<file path="config.mk">
export PLATFORM = sky130hd
export DESIGN_NAME = encoder_8to3_seq_flat
export DESIGN_NICKNAME = d
export VERILOG_FILES = /design/src/rtl/encoder_8to3_seq_if.sv /design/src/rtl/encoder_8to3_seq.sv /design/src/flat_wrapper.sv
export SDC_FILE = /design/constraint.sdc
export NUM_CORES = 1
export LEC_CHECK = 0
export CORE_MARGIN = 5
export CORE_UTILIZATION = 31
export CTS_BUF_LIST = sky130_fd_sc_hd__clkbuf_16
export DETAILED_ROUTE_END_ITERATION = 10
export PLACE_DENSITY_LB_ADDON = 0.12
export REMOVE_ABC_BUFFERS = 1
export SYNTH_ARGS = -nofsm -noshare
export SYNTH_HDL_FRONTEND = slang
export SYNTH_SLANG_ARGS = --single-unit
</file>
<file path="constraint.sdc">
create_clock -name clk -period 2 [get_ports clk]
set_clock_uncertainty 0.05 [all_clocks]
set_input_delay 0.3 -clock clk [delete_from_list [all_inputs] [get_ports clk]]
set_output_delay 0.3 -clock clk [all_outputs]
set_load 0.01 [all_outputs]
</file>
<file path="src/rtl/encoder_8to3_seq_if.sv">
`default_nettype none
// ============================================================================
// Module      : encoder_8to3_seq_if
// Description : Request-vector in / index out handshake bundle for the
//               sequential 8-to-3 encoder.
// Revision    : 1.0 - initial release
// ============================================================================
interface encoder_8to3_seq_if #(
    parameter int WIDTH = 8,
    parameter int IDX_W = 3
);
    logic             in_valid;
    logic [WIDTH-1:0] in_vec;
    logic             in_ready;
    logic             out_valid;
    logic [IDX_W-1:0] out_idx;
    logic             out_last;
    logic             out_ready;
    logic             zero_drop;

    // master: request source plus index consumer; slave: the encoder
    modport master (
        output in_valid, in_vec, out_ready,
        input  in_ready, out_valid, out_idx, out_last, zero_drop
    );

    modport slave (
        input  in_valid, in_vec, out_ready,
        output in_ready, out_valid, out_idx, out_last, zero_drop
    );
endinterface
`default_nettype wire

</file>
<file path="src/rtl/encoder_8to3_seq.sv">
`default_nettype none
// ============================================================================
// Module      : encoder_8to3_seq
// Description : Serialises a multi-hot request vector into binary indices,
//               lowest set bit first, one index per output handshake.
// Revision    : 1.0 - initial release
// ============================================================================
module encoder_8to3_seq #(
    parameter int WIDTH = 8,
    parameter int IDX_W = 3
) (
    input  logic                   clk,
    input  logic                   rst,
    input  logic                   en,
    encoder_8to3_seq_if.slave      bus
);

    typedef enum logic [0:0] {
        IDLE  = 1'b0,
        SERVE = 1'b1
    } state_t;

    logic [WIDTH-1:0] pending_q;
    logic [WIDTH-1:0] pending_d;
    logic             zero_drop_q;
    logic             zero_drop_d;

    state_t           w_state;
    logic [IDX_W-1:0] w_lowest_idx;
    logic             w_single;
    logic             w_out_valid;
    logic             w_out_last;
    logic             w_out_fire;
    logic             w_in_ready;
    logic             w_in_fire;

    always_comb begin
        w_state      = (pending_q == '0) ? IDLE : SERVE;

        // Scan downwards so the lowest set bit is the final assignment
        w_lowest_idx = '0;
        for (int i = WIDTH - 1; i >= 0; i--) begin
            if (pending_q[i]) begin
                w_lowest_idx = IDX_W'(i);
            end
        end

        w_single     = (w_state == SERVE) &&
                       ((pending_q & (pending_q - WIDTH'(1))) == '0);
        w_out_valid  = en && (w_state == SERVE);
        w_out_last   = w_out_valid && w_single;
        w_out_fire   = w_out_valid && bus.out_ready;
        // Accepting on the last index keeps back-to-back vectors bubble-free
        w_in_ready   = en && !rst && ((w_state == IDLE) || (w_out_fire && w_out_last));
        w_in_fire    = bus.in_valid && w_in_ready;

        pending_d    = pending_q;
        if (w_in_fire) begin
            pending_d = bus.in_vec;
        end else if (w_out_fire) begin
            pending_d = pending_q & ~(WIDTH'(1) << w_lowest_idx);
        end

        zero_drop_d  = w_in_fire && (bus.in_vec == '0);
    end

    always_ff @(posedge clk or posedge rst) begin
        if (rst) begin
            pending_q   <= '0;
            zero_drop_q <= 1'b0;
        end else begin
            pending_q   <= pending_d;
            zero_drop_q <= zero_drop_d;
        end
    end

    assign bus.in_ready  = w_in_ready;
    assign bus.out_valid = w_out_valid;
    assign bus.out_idx   = w_lowest_idx;
    assign bus.out_last  = w_out_last;
    assign bus.zero_drop = zero_drop_q;

endmodule
`default_nettype wire

</file>
<file path="src/flat_wrapper.sv">
// flat-port wrapper written by rule: the top's interface ports become plain ports
module encoder_8to3_seq_flat 
#(
    parameter int WIDTH = 8,
    parameter int IDX_W = 3
)
  (clk, rst, en, bus_in_valid, bus_in_vec, bus_out_ready, bus_in_ready, bus_out_valid, bus_out_idx, bus_out_last, bus_zero_drop);
  encoder_8to3_seq_if #(.WIDTH(WIDTH), .IDX_W(IDX_W)) bus_i ();
  input  logic clk;
  input  logic rst;
  input  logic en;
  input wire logic [$bits(bus_i.in_valid)-1:0] bus_in_valid;
  input wire logic [$bits(bus_i.in_vec)-1:0] bus_in_vec;
  input wire logic [$bits(bus_i.out_ready)-1:0] bus_out_ready;
  output wire logic [$bits(bus_i.in_ready)-1:0] bus_in_ready;
  output wire logic [$bits(bus_i.out_valid)-1:0] bus_out_valid;
  output wire logic [$bits(bus_i.out_idx)-1:0] bus_out_idx;
  output wire logic [$bits(bus_i.out_last)-1:0] bus_out_last;
  output wire logic [$bits(bus_i.zero_drop)-1:0] bus_zero_drop;
  assign bus_i.in_valid = bus_in_valid;
  assign bus_i.in_vec = bus_in_vec;
  assign bus_i.out_ready = bus_out_ready;
  assign bus_in_ready = bus_i.in_ready;
  assign bus_out_valid = bus_i.out_valid;
  assign bus_out_idx = bus_i.out_idx;
  assign bus_out_last = bus_i.out_last;
  assign bus_zero_drop = bus_i.zero_drop;
  encoder_8to3_seq #(.WIDTH(WIDTH), .IDX_W(IDX_W)) u_core (.clk(clk), .rst(rst), .en(en), .bus(bus_i));
endmodule
</file>
# Word-level counts from Yosys, hierarchy flattened
# Cells that the tools add are included.
# W data, S select, Z words.
[totals] register_bits=9 latch_bits=0 ram_bits=0 romBits=0 input_bits=13 out_inout_bits=7 word_cells=33 n_memories=0
[classes] addsub=1 multipliers=0 n_div=0 order_cmp=0 n_eq_ne=0 n_shift=1 muxes=11 bitwise_logic=3 n_reduce_logical=15
[ops] op="$logic_not A8 Y1" n=3
[ops] op="$mux W3" n=8
[ops] op="$and A8 B8 Y8" n=2
[ops] op="$mux W8" n=2
[ops] op="$logic_and A1 B1 Y1" n=9
[ops] op="$not A8 Y8" n=1
[ops] op="$shl A1 B3 Y8 const A" n=1
[ops] op="$sub A8 B1 Y8 const B" n=1
[ops] op="$reduce_bool A2 Y1" n=1
[ops] op="$logic_not A1 Y1" n=1
[ops] op="$logic_or A1 B1 Y1" n=1
[ops] op="$mux W1" n=1

# Longest topological paths before layout
# Gate-level depths: netlist of the first run.
[logic_depth] ltp_word=13 depth_mapped=6 ltp_nobuf=5

# Worst setup path before layout of the first run
# OpenSTA, ideal clock, no wires.
[synth_path] path_type="reg2out" from="register u_core.pending_q[0]" to="output bus_out_last" arrival_ns=1.440 required_ns=1.650 path_slack_ns=0.210 path_stages_with_launch=7 path_buffers=1 path_cell_list="dfrtp_1 -> buf_2 -> nor2_1 -> nand2_1 -> maj3_1 -> nor3_1 -> o221a_2"
[synth_between] elab_chain_len=5 elab_cells_between_ends=8 cone_classes="add/sub (1); mux (1); bitwise (1); reduce/logical (5)"
[synth_lines] item="start: declaration" line="encoder_8to3_seq.sv:23" rtl="logic [WIDTH-1:0] pending_q;"
[synth_lines] item="start signal: assignment" line="encoder_8to3_seq.sv:72" rtl="pending_q <= pending_d;"
[synth_lines] item="$sub A8 B1 Y8" line="encoder_8to3_seq.sv:49" rtl="((pending_q & (pending_q - WIDTH'(1))) == '0);"
[synth_lines] item="$and A8 B8 Y8" line="encoder_8to3_seq.sv:49"
[synth_lines] item="$logic_not A8 Y1" line="encoder_8to3_seq.sv:49"
[synth_lines] item="$logic_and A1 B1 Y1" line="encoder_8to3_seq.sv:48" rtl="w_single = (w_state == SERVE) &&"
[synth_lines] item="$logic_and A1 B1 Y1 *" line="encoder_8to3_seq.sv:51" rtl="w_out_last = w_out_valid && w_single;"
[synth_lines] item="end: declaration" line="flat_wrapper.sv:18" rtl="output wire logic [$bits(bus_i.out_last)-1:0] bus_out_last;"
# Mark *: on every way between the ends. The rest lies on a longest branch, timed or not.

# Final worst setup path of the first run
[layout_path] from="register u_core.pending_q[2]" to="output bus_in_ready"
[layout_between] elab_chain_len=8 elab_cells_between_ends=12 cone_classes="add/sub (1); mux (1); bitwise (1); reduce/logical (9)"
[layout_lines] item="$sub A8 B1 Y8" line="encoder_8to3_seq.sv:49"
[layout_lines] item="$and A8 B8 Y8" line="encoder_8to3_seq.sv:49"
[layout_lines] item="$logic_not A8 Y1" line="encoder_8to3_seq.sv:49"
[layout_lines] item="$logic_and A1 B1 Y1" line="encoder_8to3_seq.sv:48"
[layout_lines] item="$logic_and A1 B1 Y1" line="encoder_8to3_seq.sv:51"
[layout_lines] item="$logic_and A1 B1 Y1" line="encoder_8to3_seq.sv:54" rtl="w_in_ready = en && !rst && ((w_state == IDLE) || (w_out_fire && w_out_last));"
[layout_lines] item="$logic_or A1 B1 Y1 *" line="encoder_8to3_seq.sv:54"
[layout_lines] item="$logic_and A1 B1 Y1 *" line="encoder_8to3_seq.sv:54"
[layout_lines] item="end: declaration" line="flat_wrapper.sv:15" rtl="output wire logic [$bits(bus_i.in_ready)-1:0] bus_in_ready;"
# Marked as above.

==> results of run 1 <==
## layer usage
layer / wire length [µm] / GRT usage, % / part of all wire [%]
met1: 956 / 18.6 / 43
met2: 1170 / 25.3 / 52
met3: 93 / 2.32 / 4.2
met4: 9 / 6.25 / 0.40
met5: 0 / 0 / 0
## where the power goes
part | total (W) | internal [W] | switching [W]
combinational | 0.00149 | 0.000814 | 0.000673
clock | 0.000342 | 0.000261 | 0.0000817
sequential | 0.000347 | 0.000255 | 0.0000912
## synthesized netlist by cell type, drive strengths merged
master	n
nor2	8
a211o	1
a21bo	1
a22o	6
o21ai	4
buf	2
xor2	1
a211oi	2
maj3	1
o21a	1
inv	3
o2bb2ai	1
nand2b	1
nor4	2
a21oi	3
o221a	1
nand3	3
nor2b	3
o31a	1
nand2	9
o311a	1
a2111oi	1
nor3	7
dfrtp	9
or4b	1
nand4b	1
a31oi	1
## cells in the final DEF, fill, tap and decap left out, drive strengths merged, types with 2 or more instances in the layout
master         instances
buf                   34
clkdlybuf4s50         12
nand2                  9
dfrtp                  9
nor2                   8
nor3                   7
a22o                   6
inv                    4
clkbuf                 4
o21ai                  4
nor2b                  3
dlygate4sd2            3
a21oi                  3
nand3                  3
nor4                   2
a211oi                 2
## per-stage QoR
stage | hold slack [ns] | instances | setup WS, ns
floorplan | 0.0779 | 73 | 0.239
global placement | 0.575 | 144 | -0.342
detailed placement | 0.585 | 144 | -0.383
CTS | 0.341 | 152 | -0.155
global route | 0.374 | 155 | -0.133
finish | 0.334 | 155 | -0.0570
## final cells by class
| class | instances | area [µm²] | area share, % |
|---|---|---|---|
| inverters | 3 | 11.3 | 0.919 |
| multi-input cells | 61 | 454 | 37.1 |
| well taps | 27 | 33.8 | 2.76 |
| flip-flops and latches | 9 | 228 | 18.6 |
| clock buffers | 3 | 75.1 | 6.13 |
| clock inverters | 1 | 3.75 | 0.306 |
| repair buffers | 51 | 419 | 34.2 |
## sequential cells by signal (all words and copies together), names as in the netlist
signal / cells
u_core.bus.zero_drop: 1
u_core.pending_q: 8
## worst reg2reg max path: cells and delay by family, from the launching register on
family / cells / cell delay [ns]
AOI/OAI and AO/OA: 4 / 0.74
buffers and inverters: 4 / 0.51
DFF: 1 / 0.40
and+or+nand+nor: 1 / 0.14
## worst max-delay path by stage
| stage | from | to | slack, ns | cells past startpoint |
|---|---|---|---|---|
| final | u_core.pending_q[2]$_DFFE_PP0P_ | bus_in_ready | -0.06 | 8 |
| after global routing | u_core.pending_q[2]$_DFFE_PP0P_ | bus_in_ready | -0.13 | 8 |
| after detailed placement | bus_out_ready | bus_in_ready | -0.38 | 7 |
| after CTS | u_core.pending_q[3]$_DFFE_PP0P_ | bus_out_last | -0.15 | 6 |
| after global placement | bus_out_ready | bus_in_ready | -0.34 | 7 |
| after floorplan | u_core.pending_q[0]$_DFFE_PP0P_ | bus_out_last | 0.24 | 5 |
## logic make-up (layout without fill, tap and decap cells)
family	after synthesis	in the layout	synth area share, %
XOR/XNOR	1	1	1.36
buffers and inverters	5	58	3.30
AND/OR/NAND/NOR	35	35	26.4
flip-flops	9	9	35.0
adder cells (fa/ha/maj)	1	1	1.55
AO/OA/AOI/OAI	24	24	32.4
## repair_timing
action | 4_1_cts | 5_1_grt
endpoints found under the setup margin | 6 | 3
pin swaps | 3 | 7
setup buffers | 4 | 3
gates resized for setup | 24 | 12
==> results.txt, run 1 <==
- The design draws 0.00218 W.
- CTS max path bufs: 2
* Unrepaired setup endpoints after global routing: yes
* Worst setup slack for register-to-register paths: ~0.11 ns
- Buffers inserted to repair hold after CTS numbered 0.
- Summed over all cells, the static leakage comes to around 0.57 nW.
* Vertical die dimension: 55.6 µm
* Final slew viol count: 0
- Initial cell density of the core: 32.8%
* CP max stage delay: about 0.40 ns
- In this run the tool buffered the top-level ports with 19 buffer cells.
* MaxCap Viol Count: 0
- Top-area cell type share of the netlist area: 35.0%
- After routing the design area is about 1200 µm².
- Average cell area after synthesis: 8.59 µm²
* Number of H-tree branching levels: 1
- GP Congestion: 0.861
* Failing checks: negative setup slack
- Summed over all instances, the cell type with the most area after synthesis is sky130_fd_sc_hd__dfrtp_1.
- Wire length reported by the detailed router: 2230 µm
- For the worst-skew pair, the clock arrives at the later sink with an insertion delay of 0.23 ns.
- Core Area: 1960 µm²
* Kind of cell with the highest combined delay on the critical path: flip-flops
* Peak Freq: 0.486 GHz
* Hold Fails Final Rpt: 0
* Max stage delay cell, worst path: sky130_fd_sc_hd__dfrtp_1
* Initial antenna violation count: 0
* Biggest fanout along the worst timing path: 4
- Number of warnings printed during yosys synthesis: 0
* Number of setup violations in the final report: 2
- Global routing finished with a remaining overflow of 0.
- Routed wirelength normalized by instance count: 14.4 µm
- In the global route stage, overall resource usage came out at roughly 15%.
* Iter 0 DRT Violations: 15
- Most used cell along the critical path: sky130_fd_sc_hd__buf_6
- Worst Slack Setup Final: -0.0570 ns
* Syn Std Cell Area: 644 µm²
- Across all layers, the routed design uses 788 vias.
- Synthesis produced a netlist whose cell count is 75.
* Number of distinct library cells after synthesis: 30
* TritonCTS clock tree: yes
- The worst pin sits at a relative slew slack of 73.9%.
* Tcrit/Tclk final: 103%
- Cells fill between 60% and 70% of the core in the end.
- Critical path buffers and inverters: 3
* Worst r2r dst: u_core.pending_q[7]$_DFFE_PP0P_
- Entering global routing, the biggest net connects 10 pins.
* Maximum ir drop on the vdd rail: 0.944 mV
- Data on the critical path is required at its endpoint by 1.65 ns.
- Sequential elements use a little over a third of the synthesized area.
* Top area cells in the synthesized netlist: sky130_fd_sc_hd__dfrtp_1 35%, sky130_fd_sc_hd__a22o_1 8.2%, sky130_fd_sc_hd__nor3_1 5.4%, sky130_fd_sc_hd__nand2_1 5.2%, sky130_fd_sc_hd__nor2_1 4.7%
- Clock-pin slew was measured on the worst setup and hold paths at 0.04 ns.
- Synthesis inferred 9 register bits.
* Launch instance of the worst register-to-register path: u_core.pending_q[2]$_DFFE_PP0P_
* Total Negative Setup Slacks: -0.0687 ns
- After filler insertion, the fill cell instance count of the layout stands at 186.
* Ant. Diodes: 0
- The detail route stage leaves a number of antenna-violating nets equal to 0.
- Worst Reg2Reg Path Length in Cells: 9
- Clock period minus final worst setup slack: 2.06 ns
- Global-route wire length before repair: 3750 µm
- Detailed-placement wirelength estimate: about 1700 µm
- CTS sink count: 9
* Endpoint type of the worst setup path: primary output
- Clk Tree Root Cell: sky130_fd_sc_hd__clkbuf_16
- # DRC: 0
- Using the TritonRoute via totals, the vias-per-cell ratio works out to ~5.1.
- At the pin with the least slew margin, the transition time is 0.382 ns.
- CP arrival: 1.71 ns
- Number of global-route vias before repair: 819
* Die outline width: between 50 and 60 µm
- The critical path in this run is classified as flip-flop to primary output.
- The placed instances occupy a cell area of 1050 µm².
- Hold WC Path Type: primary input to async pin
- Startpoint type of the worst setup path: flip-flop
- In this run the power density over the cells is 1780 nW/µm².
- The run finished, with violations left.
- In this run, CTS created clock tree buffers numbering 3.
- Relative to the synthesized area, the layout overhead comes to 90.1%.
* Nets: between 100 and 150
- First-pass iteration count of the detailed router: 4
- In this run the core area contains 16 standard-cell rows.
- Of the cells placed in the final design, the portion with a size suffix greater than 1 is between 40% and 50%.
* IO Count: 20
- Area of the die: 3090 µm²
- Walking the worst path, the cells encountered are buf_6 > buf_6 > nor2_4 > o21ai_2 > a211oi_2 > nor3_2 > nor2b_1 > buf_2.
(Power assumes the default switching activity.)
==> inputs of run 2 (changes only) <==
SKIP_CTS_REPAIR_TIMING = 1   (was default)
==> results.txt, run 2 (synthesis results as in run 1) <==
- The tightest slew margin relative to the limit is 73.8% (was 73.9%).
- Iter 0 DRT Violations: 14 (was 15)
- Max stage delay cell, worst path: sky130_fd_sc_hd__dfrtp_1 (unchanged)
* MaxCap Viol Count: 0 (unchanged)
* Unrepaired setup endpoints after global routing: yes (unchanged)
- Routed wirelength normalized by instance count: 13.8 µm (was 14.4 µm)
- The critical setup path kind was flip-flop to primary output (unchanged).
* Maximum ir drop on the vdd rail: 0.988 mV (was 0.944 mV)
* First-pass iteration count of the detailed router: 4 (unchanged)
- The overall routing resource usage is 14.1% (was 14.9%).
* Run status: finished with violations (unchanged)
* Initial antenna violation count: 0 (unchanged)
- Final slew viol count: 0 (unchanged)
- TritonCTS clock tree: yes (unchanged)
- CP max stage delay: 0.39 ns (was 0.40 ns)
* Routed wl met2: 1060 µm (was 1170 µm)
- Core Area: 1960 µm² (unchanged)
- # placed instances: 144 (unchanged)
- Failing checks: negative setup slack (unchanged).
* Routed length on met1: 905 µm (was 956 µm)
* Worst-path cell chain: buf_6 > a211o_1 > a211oi_2 > nor3_2 > nor2b_1 > buf_2 (was buf_6 > buf_6 > nor2_4 > o21ai_2 > a211oi_2 > nor3_2 > nor2b_1 > buf_2)
- Worst r2r dst: u_core.pending_q[4]$_DFFE_PP0P_ (was u_core.pending_q[7]$_DFFE_PP0P_)
- The number of failing hold endpoints at the final stage came to 0 (unchanged).
- The largest net degree at the start of global routing came to 10 (unchanged).
* Vertical die dimension: 55.6 µm (unchanged)
- The boundary pin count was 20 (unchanged).
* Number of H-tree branching levels: 1 (unchanged)
- Post-route insts no fill: 149 (was 155)
* Remaining antenna violation count: 0 (unchanged)
* Power density normalized to cell area: 1760 nW/µm² (was 1780 nW/µm²)
* # DRC: 0 (unchanged)
* Synth-to-Final Area Change: 82.3% (was 90.1%)
* Port Buffers: 19 (unchanged)
* Data required time of the worst path: 1.65 ns (about the same)
- Fin area: 1170 µm² (was 1220 µm²)
- Highest routed layer: met4 (unchanged)
* Initial cell density of the core: 32.8% (unchanged)
- Area of the die: 3090 µm² (unchanged)
- Total Negative Setup Slacks: -0.0309 ns (was -0.0687 ns)
- Register containing the most flip-flops in the final layout: u_core.pending_q (unchanged)
* Number of global-route vias before repair: 757 (was 819)
* Commonest cells after routing, fill and taps aside: 25 x sky130_fd_sc_hd__buf_4, 13 x sky130_fd_sc_hd__clkdlybuf4s50_1, 7 x sky130_fd_sc_hd__nand2_1, 7 x sky130_fd_sc_hd__dfrtp_1, 6 x sky130_fd_sc_hd__a22o_1 (was 30 x sky130_fd_sc_hd__buf_4, 12 x sky130_fd_sc_hd__clkdlybuf4s50_1, 7 x sky130_fd_sc_hd__nand2_1, 7 x sky130_fd_sc_hd__dfrtp_1, 6 x sky130_fd_sc_hd__a22o_1)
* Total via count in the routed design: 753 (was 788)
* Placed Instance Area: 1050 µm² (unchanged)
- The standby leakage power is 0.563 nW (was 0.566 nW).
* Worst Reg2Reg Path Length in Cells: 6 (was 9)
* Clock period minus final worst setup slack: 2.03 ns (was 2.06 ns)
- Startpoint type of the worst setup path: flip-flop (unchanged)
- The maximum net fanout on the critical path came to 7 (was 4).
- The final core area utilization was 59.9% (was 62.4%).
* Total length of routed met3 wires: 79 µm (was 93 µm)
- Total gr overflow: 0 (unchanged)
* Launch instance of the worst register-to-register path: u_core.pending_q[7]$_DFFE_PP0P_ (was u_core.pending_q[2]$_DFFE_PP0P_)
* Global-route wire length before repair: 3530 µm (was 3750 µm)
- Worst Slack Setup Final: -0.0309 ns (was -0.0570 ns)
- The setup-violating endpoint count in the final report was 1 (was 2).
* Flip-flop count of the largest register after layout: 8 (unchanged)
- Wire length reported by the detailed router: 2050 µm (was 2230 µm)
* Nets: 136 (was 142)
* Worst setup slack for register-to-register paths: 0.13 ns (was 0.11 ns)
- Hold WC Path Type: primary input to async pin (unchanged)
- Measured slew at the worst slew-check pin: 0.384 ns (was 0.382 ns)
- The power consumption is 0.00206 W (was 0.00218 W).
- The most common cell after layout, fill and taps aside was sky130_fd_sc_hd__buf_4 (unchanged).
* Peak Freq: 0.492 GHz (was 0.486 GHz)
- Ant. Diodes: 0 (unchanged)
* Cell Rows: 16 (unchanged)
- The half-perimeter wire length after placement was 1660 µm (unchanged).
- CTS sink count: 9 (unchanged)
- GP Congestion: 0.861 (unchanged)
- Clk Tree Root Cell: sky130_fd_sc_hd__clkbuf_16 (unchanged)
* Total CTS buffers: 3 (unchanged)
- The source-to-sink clock delay at the later pin of the worst-skew pair was 0.23 ns (about the same).
- The ratio of cells with drive above 1 in the final layout came to 40.2% (was 46.9%).
* Clk slew on worst S/H paths: 0.04 ns (about the same)
- The type of element capturing the critical path was a primary output (unchanged).
- The critical path arrival is 1.68 ns (was 1.71 ns).
- Die outline width: 55.6 µm (unchanged)
- The buffer depth of the longest clock path came to 2 (unchanged).
- The post-route clock period utilization came to 102% (was 103%).
- The via density per instance is 5.05 (was 5.08).
[run 2: routing by layer]
metal / GRT usage [%] / vias to the layer above
li1: - / 377
met1: 18.5 / 362
met2: 23.3 / 12
met3: 2.09 / 2
met4: 5.21 / 0
met5: 0 / -
[run 2: worst max-delay path: cells and delay by family (launching register included)]
kind                   cells  cell delay (ns)
DFF                        1             0.39
buffers and inverters      2             0.28
AOI/OAI and AO/OA          2             0.58
and+or+nand+nor            2             0.20
[run 2: report_power, final]
group          total [W]  switching, W  leakage [nW]  internal [W]
registers       0.000340     0.0000850         0.115      0.000255
logic            0.00138      0.000613         0.406      0.000767
clock network   0.000342     0.0000811        0.0423      0.000261
total            0.00206      0.000779         0.563       0.00128
[run 2: through the flow]
step	worst slack [ns]	hold WS [ns]
final	-0.0309	0.333
after global routing	-0.107	0.374
after CTS	-0.495	0.341
after detailed placement	-0.383	0.585
after global placement	-0.342	0.575
after floorplan	0.239	0.0779
[run 2: layout make-up]
type | count | area [µm²]
Timing Repair Buffer | 45 | 395
Tap cell | 27 | 33.8
Inverter | 3 | 11.3
Sequential cell | 9 | 228
Clock inverter | 1 | 3.75
Clock buffer | 3 | 75.1
Multi-Input combinational cell | 61 | 428
Fill cell | 186 | 787
[run 2: worst max-delay path by stage]
stage                              end  slack, ns                            start
after global placement    bus_in_ready      -0.34                    bus_out_ready
after CTS                 bus_out_last      -0.49  u_core.pending_q[3]$_DFFE_PP0P_
final                     bus_in_ready      -0.03  u_core.pending_q[2]$_DFFE_PP0P_
after detailed placement  bus_in_ready      -0.38                    bus_out_ready
after global routing      bus_in_ready      -0.11  u_core.pending_q[2]$_DFFE_PP0P_
after floorplan           bus_out_last       0.24  u_core.pending_q[0]$_DFFE_PP0P_
